`config.mk`:
```
export PLATFORM = sky130hd
export DESIGN_NAME = uart_rx_flat
export DESIGN_NICKNAME = d
export VERILOG_FILES = /design/src/rtl/uart_rx_if.sv /design/src/rtl/uart_rx.sv /design/src/flat_wrapper.sv
export SDC_FILE = /design/constraint.sdc
export NUM_CORES = 1
export LEC_CHECK = 0
export ABC_AREA = 0
export CAP_MARGIN = 20
export CORE_MARGIN = 2
export CORE_UTILIZATION = 23
export DETAILED_ROUTE_END_ITERATION = 10
export PLACE_DENSITY = 0.39
export SLEW_MARGIN = 10
export SYNTH_ARGS = -nofsm -noshare
export SYNTH_HDL_FRONTEND = slang
export SYNTH_SLANG_ARGS = --single-unit
```
`constraint.sdc`:
```
create_clock -name CLK -period 2.75 [get_ports CLK]
set_input_delay 0.825 -clock CLK [delete_from_list [all_inputs] [get_ports CLK]]
set_output_delay 0.825 -clock CLK [all_outputs]
set_load 0.02 [all_outputs]
```
`src/rtl/uart_rx_if.sv`:
```
// rtl/uart_rx_if.sv - received-byte and frame-status bundle from uart_rx
interface uart_rx_if #(
    parameter int WIDTH = 8
);
    logic [WIDTH-1:0] P_DATA;
    logic             DATA_VALID;
    logic             PAR_ERR;
    logic             STP_ERR;

    modport master (
        output P_DATA,
        output DATA_VALID,
        output PAR_ERR,
        output STP_ERR
    );

    modport slave (
        input P_DATA,
        input DATA_VALID,
        input PAR_ERR,
        input STP_ERR
    );
endinterface

```
`src/rtl/uart_rx.sv`:
```
// rtl/uart_rx.sv - oversampling UART receiver with majority-vote bit decision
module uart_rx #(
    parameter int WIDTH    = 8,
    parameter int PRESC_WD = 6
) (
    input  logic                CLK,
    input  logic                RST,
    input  logic                RX_IN,
    input  logic [PRESC_WD-1:0] Prescale,
    input  logic                PAR_ENABLE,
    input  logic                PAR_TYPE,
    uart_rx_if.master           rx_bus
);

    localparam int BIT_WD = (WIDTH > 1) ? $clog2(WIDTH) : 1;

    typedef enum logic [2:0] {
        S_IDLE,
        S_START,
        S_DATA,
        S_PARITY,
        S_STOP
    } state_t;

    function automatic logic [PRESC_WD-1:0] legal_presc(input logic [PRESC_WD-1:0] p);
        if (p == PRESC_WD'(16) || p == PRESC_WD'(32)) begin
            return p;
        end
        return PRESC_WD'(8);
    endfunction

    logic                sync1_q, sync2_q;
    logic                rx_s;
    state_t              state_q, state_d;
    logic [PRESC_WD-1:0] edge_cnt_q, edge_cnt_d;
    logic [BIT_WD-1:0]   bit_cnt_q, bit_cnt_d;
    logic [PRESC_WD-1:0] presc_q, presc_d;
    logic                par_en_q, par_en_d;
    logic                par_type_q, par_type_d;
    logic [WIDTH-1:0]    shift_q, shift_d;
    logic [1:0]          samp_q, samp_d;
    logic                par_fail_q, par_fail_d;
    logic                break_q, break_d;
    logic [WIDTH-1:0]    p_data_q, p_data_d;
    logic                data_valid_q, data_valid_d;
    logic                par_err_q, par_err_d;
    logic                stp_err_q, stp_err_d;

    logic [PRESC_WD-1:0] half;
    logic                bit_end;
    logic                at_s0, at_s1, at_dec;
    logic                maj;

    assign rx_s = sync2_q;

    // Samples taken just before and at mid-bit; the third is the live line at the decision point
    assign half    = presc_q >> 1;
    assign bit_end = (edge_cnt_q == presc_q - PRESC_WD'(1));
    assign at_s0   = (edge_cnt_q == half - PRESC_WD'(1));
    assign at_s1   = (edge_cnt_q == half);
    assign at_dec  = (edge_cnt_q == half + PRESC_WD'(1));
    assign maj     = (samp_q[0] & samp_q[1]) | (samp_q[0] & rx_s) | (samp_q[1] & rx_s);

    always_comb begin
        state_d      = state_q;
        edge_cnt_d   = bit_end ? '0 : edge_cnt_q + PRESC_WD'(1);
        bit_cnt_d    = bit_cnt_q;
        presc_d      = presc_q;
        par_en_d     = par_en_q;
        par_type_d   = par_type_q;
        shift_d      = shift_q;
        samp_d       = samp_q;
        par_fail_d   = par_fail_q;
        break_d      = break_q & ~rx_s;
        p_data_d     = p_data_q;
        data_valid_d = 1'b0;
        par_err_d    = 1'b0;
        stp_err_d    = 1'b0;

        if (at_s0) begin
            samp_d[0] = rx_s;
        end
        if (at_s1) begin
            samp_d[1] = rx_s;
        end

        case (state_q)
            S_IDLE: begin
                edge_cnt_d = '0;
                bit_cnt_d  = '0;
                // A line still low after a stop error is a break, not a new start bit
                if (!rx_s && !break_q) begin
                    state_d    = S_START;
                    presc_d    = legal_presc(Prescale);
                    par_en_d   = PAR_ENABLE;
                    par_type_d = PAR_TYPE;
                    par_fail_d = 1'b0;
                end
            end
            S_START: begin
                if (at_dec && maj) begin
                    state_d    = S_IDLE;
                    edge_cnt_d = '0;
                end else if (bit_end) begin
                    state_d   = S_DATA;
                    bit_cnt_d = '0;
                end
            end
            S_DATA: begin
                if (at_dec) begin
                    shift_d = {maj, shift_q[WIDTH-1:1]};
                end
                if (bit_end) begin
                    if (bit_cnt_q == BIT_WD'(WIDTH - 1)) begin
                        state_d = par_en_q ? S_PARITY : S_STOP;
                    end else begin
                        bit_cnt_d = bit_cnt_q + BIT_WD'(1);
                    end
                end
            end
            S_PARITY: begin
                if (at_dec && (maj != ((^shift_q) ^ par_type_q))) begin
                    par_fail_d = 1'b1;
                end
                if (bit_end) begin
                    state_d = S_STOP;
                end
            end
            S_STOP: begin
                // Resolve at mid stop bit so a following start edge is never missed
                if (at_dec) begin
                    state_d      = S_IDLE;
                    edge_cnt_d   = '0;
                    data_valid_d = maj & ~par_fail_q;
                    par_err_d    = par_fail_q;
                    stp_err_d    = ~maj;
                    break_d      = ~maj;
                    if (maj && !par_fail_q) begin
                        p_data_d = shift_q;
                    end
                end
            end
            default: begin
                state_d    = S_IDLE;
                edge_cnt_d = '0;
            end
        endcase
    end

    always_ff @(posedge CLK or posedge RST) begin
        if (RST) begin
            sync1_q      <= 1'b1;
            sync2_q      <= 1'b1;
            state_q      <= S_IDLE;
            edge_cnt_q   <= '0;
            bit_cnt_q    <= '0;
            presc_q      <= PRESC_WD'(8);
            par_en_q     <= 1'b0;
            par_type_q   <= 1'b0;
            shift_q      <= '0;
            samp_q       <= 2'b11;
            par_fail_q   <= 1'b0;
            break_q      <= 1'b0;
            p_data_q     <= '0;
            data_valid_q <= 1'b0;
            par_err_q    <= 1'b0;
            stp_err_q    <= 1'b0;
        end else begin
            sync1_q      <= RX_IN;
            sync2_q      <= sync1_q;
            state_q      <= state_d;
            edge_cnt_q   <= edge_cnt_d;
            bit_cnt_q    <= bit_cnt_d;
            presc_q      <= presc_d;
            par_en_q     <= par_en_d;
            par_type_q   <= par_type_d;
            shift_q      <= shift_d;
            samp_q       <= samp_d;
            par_fail_q   <= par_fail_d;
            break_q      <= break_d;
            p_data_q     <= p_data_d;
            data_valid_q <= data_valid_d;
            par_err_q    <= par_err_d;
            stp_err_q    <= stp_err_d;
        end
    end

    assign rx_bus.P_DATA     = p_data_q;
    assign rx_bus.DATA_VALID = data_valid_q;
    assign rx_bus.PAR_ERR    = par_err_q;
    assign rx_bus.STP_ERR    = stp_err_q;

endmodule

```
`src/flat_wrapper.sv`:
```
// flat-port wrapper written by rule: the top's interface ports become plain ports
module uart_rx_flat 
#(
    parameter int WIDTH    = 8,
    parameter int PRESC_WD = 6
)
  (CLK, RST, RX_IN, Prescale, PAR_ENABLE, PAR_TYPE, rx_bus_P_DATA, rx_bus_DATA_VALID, rx_bus_PAR_ERR, rx_bus_STP_ERR);
  uart_rx_if #(.WIDTH(WIDTH)) rx_bus_i ();
  input  logic CLK;
  input  logic RST;
  input  logic RX_IN;
  input  logic [PRESC_WD-1:0] Prescale;
  input  logic PAR_ENABLE;
  input  logic PAR_TYPE;
  output wire logic [$bits(rx_bus_i.P_DATA)-1:0] rx_bus_P_DATA;
  output wire logic [$bits(rx_bus_i.DATA_VALID)-1:0] rx_bus_DATA_VALID;
  output wire logic [$bits(rx_bus_i.PAR_ERR)-1:0] rx_bus_PAR_ERR;
  output wire logic [$bits(rx_bus_i.STP_ERR)-1:0] rx_bus_STP_ERR;
  assign rx_bus_P_DATA = rx_bus_i.P_DATA;
  assign rx_bus_DATA_VALID = rx_bus_i.DATA_VALID;
  assign rx_bus_PAR_ERR = rx_bus_i.PAR_ERR;
  assign rx_bus_STP_ERR = rx_bus_i.STP_ERR;
  uart_rx #(.WIDTH(WIDTH), .PRESC_WD(PRESC_WD)) u_core (.CLK(CLK), .RST(RST), .RX_IN(RX_IN), .Prescale(Prescale), .PAR_ENABLE(PAR_ENABLE), .PAR_TYPE(PAR_TYPE), .rx_bus(rx_bus_i));
endmodule
```
After elaboration in Yosys (flattened, before gate mapping)

Index checks and enable logic that the tools add are counted.

Add/subtract/negate cells: 5
Eq/ne operators: 22
Mux-type cells: 34
Bitwise logic cells: 11
Reduce and logical (&&, ||, !) cells: 19

Operator list:

| operator                                               | count |
|---|---|
| two-way mux 3 bit                                      | 12 |
| two-way mux 6 bit                                      | 5 |
| equality test 6 bit                                    | 3 |
| one-hot mux 6 bit (3 select lines)                     | 1 |
| one-hot mux 3 bit (5 select lines)                     | 1 |
| inequality test 2 x 1 -> 1 bit (second input constant) | 7 |
| two-way mux 1 bit                                      | 13 |
| one-hot mux 3 bit (3 select lines)                     | 1 |
| XOR reduction 8 bit                                    | 1 |
| adder 5 x 1 -> 6 bit (second input constant)           | 1 |
| adder 6 x 1 -> 6 bit (second input constant)           | 1 |
| equality test 3 x 2 -> 1 bit (second input constant)   | 2 |
| equality test 3 bit (second input constant)            | 2 |
| equality test 6 x 5 -> 1 bit                           | 1 |
| equality test 6 x 5 -> 1 bit (second input constant)   | 1 |
| equality test 6 bit (second input constant)            | 1 |
| AND reduction 3 bit                                    | 2 |
| AND reduction 6 bit                                    | 1 |
| subtractor 5 x 1 -> 6 bit (second input constant)      | 1 |
| subtractor 6 x 1 -> 6 bit (second input constant)      | 1 |
| bitwise AND 1 bit                                      | 5 |
| AND reduction 5 bit                                    | 1 |
| logical AND 1 bit                                      | 4 |
| inequality test 2 bit (second input constant)          | 2 |
| other kinds (15)                                       | 21 |

Register bits: 45
Input port bits: 11
Output and inout bits: 11
Word-level logic and storage cells: 108

Depth between registers and ports, before layout

Gate-level depths: netlist (run 1).

Depth after elaboration: 7
Mapped depth: 10
Depth with buffers taken out: 8

Worst setup path before layout (run 1)

OpenSTA, ideal clock, no wires.

Path kind: register to register
Start point: reg u_core.presc_q[2]
End point: reg u_core.shift_q[0]
Library setup time: 0.125 ns
Data arrival time: 2.302 ns
Data required time: 2.625 ns
Slack: 0.324 ns
Cell stages (with the launch flop): 10
Path buffers: 1
Period minus slack after synthesis: 2.426 ns
Cells stage by stage: dfrtp_1 buf_4 inv_1 ha_1 xnor2_1 nand2_1 nor4_1 nand2_1 nor3_4 mux2_2

Word-level cells in the longest chain between the ends: 3

Ends and longest elaborated chain:

| what                          | RTL line       | RTL |
|---|---|---|
| start: declaration            | uart_rx.sv:37  | `logic [PRESC_WD-1:0] presc_q, presc_d;` |
| start signal: assignment      | uart_rx.sv:174 | `presc_q <= presc_d;` |
| adder 5 x 1 -> 6 bit          | uart_rx.sv:61  | `assign at_dec = (edge_cnt_q == half + PRESC_WD'(1));` |
| equality test 6 bit           | uart_rx.sv:61  |  |
| AND reduction 2 bit (no line) | --             |  |
| end signal: assignment        | uart_rx.sv:177 | `shift_q <= shift_d;` |
| end: declaration              | uart_rx.sv:40  | `logic [WIDTH-1:0] shift_q, shift_d;` |

Every way passes these cells.
A chain may end at the register's enable or synchronous reset.

Worst setup path after layout (run 1)

Start point: reg u_core.presc_q[1]
End point: reg u_core.bit_cnt_q[0]

Word-level cells in the longest chain between the ends: 5
Elaborated cells on any way between the ends: 9
Classes of those cells: add/sub (2); eq/ne (5); reduce/logical (2)

Ends and longest elaborated chain:

| what                            | RTL line       | RTL |
|---|---|---|
| adder 5 x 1 -> 6 bit            | uart_rx.sv:61  |  |
| equality test 6 bit             | uart_rx.sv:61  |  |
| logical AND 1 bit               | uart_rx.sv:101 | `if (at_dec && maj) begin` |
| inequality test 2 bit (no line) | --             |  |
| AND reduction 5 bit (no line) * | --             |  |
| end signal: assignment          | uart_rx.sv:173 | `bit_cnt_q <= bit_cnt_d;` |
| end: declaration                | uart_rx.sv:36  | `logic [BIT_WD-1:0] bit_cnt_q, bit_cnt_d;` |

Every way passes the cells marked *; elsewhere a longest branch is shown, timed or not.

==> summary.md, run 1 <==
| Metric | Value |
|---|---|
| Vias in the first global route | `1863` |
| Clock network fraction of design power | `0.232` |
| Largest family of logic cells by synthesized area | `simple AND/OR/NAND/NOR gates` |
| Final Cycle Share | `0.914` |
| # diodes | `0` |
| Post-synth cell types | `57` |
| Switching share of power | `0.360` |
| Number of flops mapped to enable cells by yosys | `0` |
| Root Buffer | `clkbuf_16` |
| Gr ovfl total | `0` |
| Total number of vias | `1781` |
| Startpoint Class | `register` |
| Post-DP HPWL | `4.18 mm` |
| I/O pin cnt | `22` |
| Sequential share of power | `0.377` |
| Complex-gate fraction of the synthesized area | `0.126` |
| Status | `completed` |
| Seq cells post-synth | `45` |
| Multi-input logic area | `0.00134 mm2` |
| Port buffer count | `21` |
| Final Hold Vio Count | `0` |
| Syn Inst Count | `231` |
| Fmax | `0.398 GHz` |
| Setup Skew | `0.00948 ns` |
| Reg2Reg Capture Point | `u_core.bit_cnt_q[0]$_DFFE_PP0P_` |
| Switch Pwr | `0.000970 W` |
| CTS Buf Count | `5` |
| Post-Synth XOR/XNOR Area | `0.111` |
| Crit path DAT | `2.68 ns` |
| Synth-to-Final Area Change | `21.4%` |
| Core area | `0.0109 mm2` |
| P per Cell Area | `851 mW/mm2` |
| H-tree depth | `2` |
| Full die area | `0.0122 mm2` |
| Pins Over Slew Limit | `0` |
| Nets | `278` |
| Post-synth top cells | `40 x dfrtp_1, 17 x xnor2_1, 13 x xor2_1` |
| Wire per inst | `13.9 um` |
| Clock sink count | `45` |
| Worst slew pin tran | `0.531 ns` |
| Hold WS | `0.355 ns` |
| Worst min path class | `reg2reg` |
| Total GRT Usage | `0.0941` |
| Share of layout cells above drive strength 1 | `0.218` |
| Synth area leader | `dfrtp_1` |
| DR vias/cell | `4.44` |
| Worst VDD drop | `316 uV` |
| Crit Path Category | `reg2reg` |
| CTS max path bufs | `2` |
| Row count | `38` |
| DRT iter0 DRCs | `68` |
| Max_slew headroom | `0.643` |
| Setup_tns | `0 ns` |
| DR pass1 iterations | `4` |
| Mapped cell area | `0.00260 mm2` |
| Synth top area share | `0.384` |
| Async S/R FF share, synth | `1.00` |
| Req. time, crit path | `2.92 ns` |
| Chip height | `110 um` |
| FF-to-FF setup slack | `0.24 ns` |
| Internal power | `0.00172 W` |
| Reg clk slew, reported paths | `0.06 ns` |
| Remaining antenna violation count | `0` |
| Die width | `110 um` |
| Post-synthesis adder-cell area fraction | `0.0375` |
| Routed wire length | `5.57 mm` |
| Placer Congestion | `0.778` |
| CP endpoint | `u_core.bit_cnt_q[0]$_DFFE_PP0P_` |
| Post CTS Setup Buffer Count | `0` |
| DRC errors left | `0` |
| Sequential area share after synthesis | `0.435` |
| Most common cell in the netlist | `dfrtp_1` |
| Antenna violations before repair | `0` |
| FF-to-FF path depth | `8` |
| Syn avg cell area | `11.3 um2` |
| Initial Util | `0.238` |
| Clk Latency, worst-skew pair | `0.29 ns` |
| Min-delay src | `u_core.sync1_q$_DFF_PP1_` |
| Setup violations, final | `0` |
| Net count after synthesis | `249` |
| CP Launch Point | `u_core.presc_q[1]$_DFFE_PP0P_` |
| RSZ-0062 raised after global routing | `no` |
| Pleak | `1.35 nW` |
| FF-to-FF Start | `u_core.presc_q[1]$_DFFE_PP0P_` |
| Synth Flop Type | `dfrtp_1` |
| Synth Area in Simple Gates | `0.128` |
| Max Cap Viol | `0` |
| CTS tree | `yes` |
| Fin crit period | `2.51 ns` |
| CP Capture Type | `register` |
| Storage cell area | `0.00113 mm2` |
| First-pass GRT wire length | `9.36 mm` |
| Post-synthesis mux area share | `0.110` |
| CP max FO | `4` |
| Ranking of synthesized cells by area | `dfrtp_1 38%, xnor2_1 5.7%, mux2_2 5.2%, dfstp_2 5.0%, mux2_4 4.6%` |
| Synth Warn # | `0` |
| Combinational Power Share | `0.391` |
| Fill cells | `1161` |
| Pin count of the biggest net entering global routing | `21` |
worst min path at each step:
stage                             to  slack, ns  cells after the start
2_1_floorplan  u_core.rx_s$_DFF_PP1_       0.35                      0
3_3_place_gp   u_core.rx_s$_DFF_PP1_       0.35                      0
3_5_place_dp   u_core.rx_s$_DFF_PP1_       0.35                      0
4_1_cts        u_core.rx_s$_DFF_PP1_       0.36                      0
5_1_grt        u_core.rx_s$_DFF_PP1_       0.36                      0
6_report       u_core.rx_s$_DFF_PP1_       0.36                      0
cells in the final DEF, fill, tap and decap left out, types with 2 or more instances in the layout:
| cell type | n |
|---|---|
| nand3_1 | 9 |
| nor3_1 | 8 |
| xnor2_1 | 17 |
| a21oi_1 | 10 |
| nand2b_1 | 4 |
| dfrtp_1 | 40 |
| nor2b_1 | 3 |
| nand3b_1 | 3 |
| mux2_2 | 12 |
| buf_4 | 12 |
| a211oi_1 | 5 |
| dfstp_2 | 5 |
| nor2_1 | 9 |
| clkbuf_16 | 5 |
| o211ai_1 | 3 |
| o21a_1 | 2 |
| a31oi_1 | 4 |
| nand2_1 | 11 |
| mux2i_1 | 2 |
| clkdlybuf4s50_1 | 21 |
| nor4b_1 | 2 |
| o41ai_1 | 2 |
| mux2_4 | 8 |
| ha_1 | 7 |
| inv_1 | 9 |
| xor2_1 | 13 |
stage by stage:
stage	power, W	setup WS, ns	util	cell area [um2]	cells
CTS	0.00274	0.0733	0.289	3160	401
floorplan	0.00186	0.324	-	2600	231
detailed placement	0.00210	0.0749	0.274	3000	393
global route	0.00291	0.0113	0.289	3160	401
finish	0.00269	0.236	0.289	3160	401
global placement	0.00210	0.143	0.274	3000	393
routing by layer:
| layer | wire length (um) | track usage | up-vias |
|---|---|---|---|
| li1 | - | - | 879 |
| met1 | 2570 | 0.121 | 875 |
| met2 | 2800 | 0.158 | 22 |
| met3 | 127 | 0.0192 | 5 |
| met4 | 63 | 0.0300 | 0 |
| met5 | 0 | 0 | - |
sequential cells by signal (all words and copies together), names as in the netlist, 2 cells and up:
name / cells
u_core.rx_bus.P_DATA: 8
u_core.shift_q: 8
u_core.edge_cnt_q: 6
u_core.presc_q: 6
u_core.bit_cnt_q: 3
u_core.state_q: 3
u_core.samp_q: 2
area by class of cell:
cell class              instances  share of cell area
flip-flops and latches         45               0.358
clock buffers                   6              0.0439
multi-input cells             164               0.424
repair buffers                 34               0.101
clock inverters                 2             0.00554
well taps                     140              0.0554
inverters                      10              0.0119
power by group through the flow:
stage	Combinational (W)	Sequential [W]	Clock, W
3_5_place_dp	0.00107	0.00103	0
3_3_place_gp	0.00107	0.00103	0
6_report	0.00105	0.00101	0.000624
5_1_grt	0.00119	0.00104	0.000679
2_1_floorplan	0.000954	0.000911	0
4_1_cts	0.00107	0.00102	0.000652
kinds of logic (layout without fill, tap and decap cells):
logic type	Yosys count	in the layout
AND/OR/NAND/NOR	59	59
flip-flops	45	45
AO/OA/AOI/OAI	43	43
XOR/XNOR	31	31
multiplexers	23	23
buffers and inverters	22	52
adder cells (fa/ha/maj)	8	8
repair_timing:
action                                  CTS  global route
hold buffers                              0             0
gates resized for setup                   0             1
endpoints found under the hold margin     0             0
endpoints found under the setup margin    0             8
worst max-delay path: stages (launching register included):
cell and delay (ns):
dfrtp_1 0.38, inv_1 0.10, ha_1 0.31, xnor2_1 0.23
nand3_1 0.16, nor4_4 0.22, a21oi_1 0.17, a311oi_2 0.47
mux2_1 0.36
Power figures use the tool's default switching activity.
==> run 2: changes to the inputs <==
Settings changed: CAP_MARGIN 20 to default, SLEW_MARGIN 10 to default.
==> results of run 2 <==
No change in the layout: final DEF, timing and power equal those of run 1.
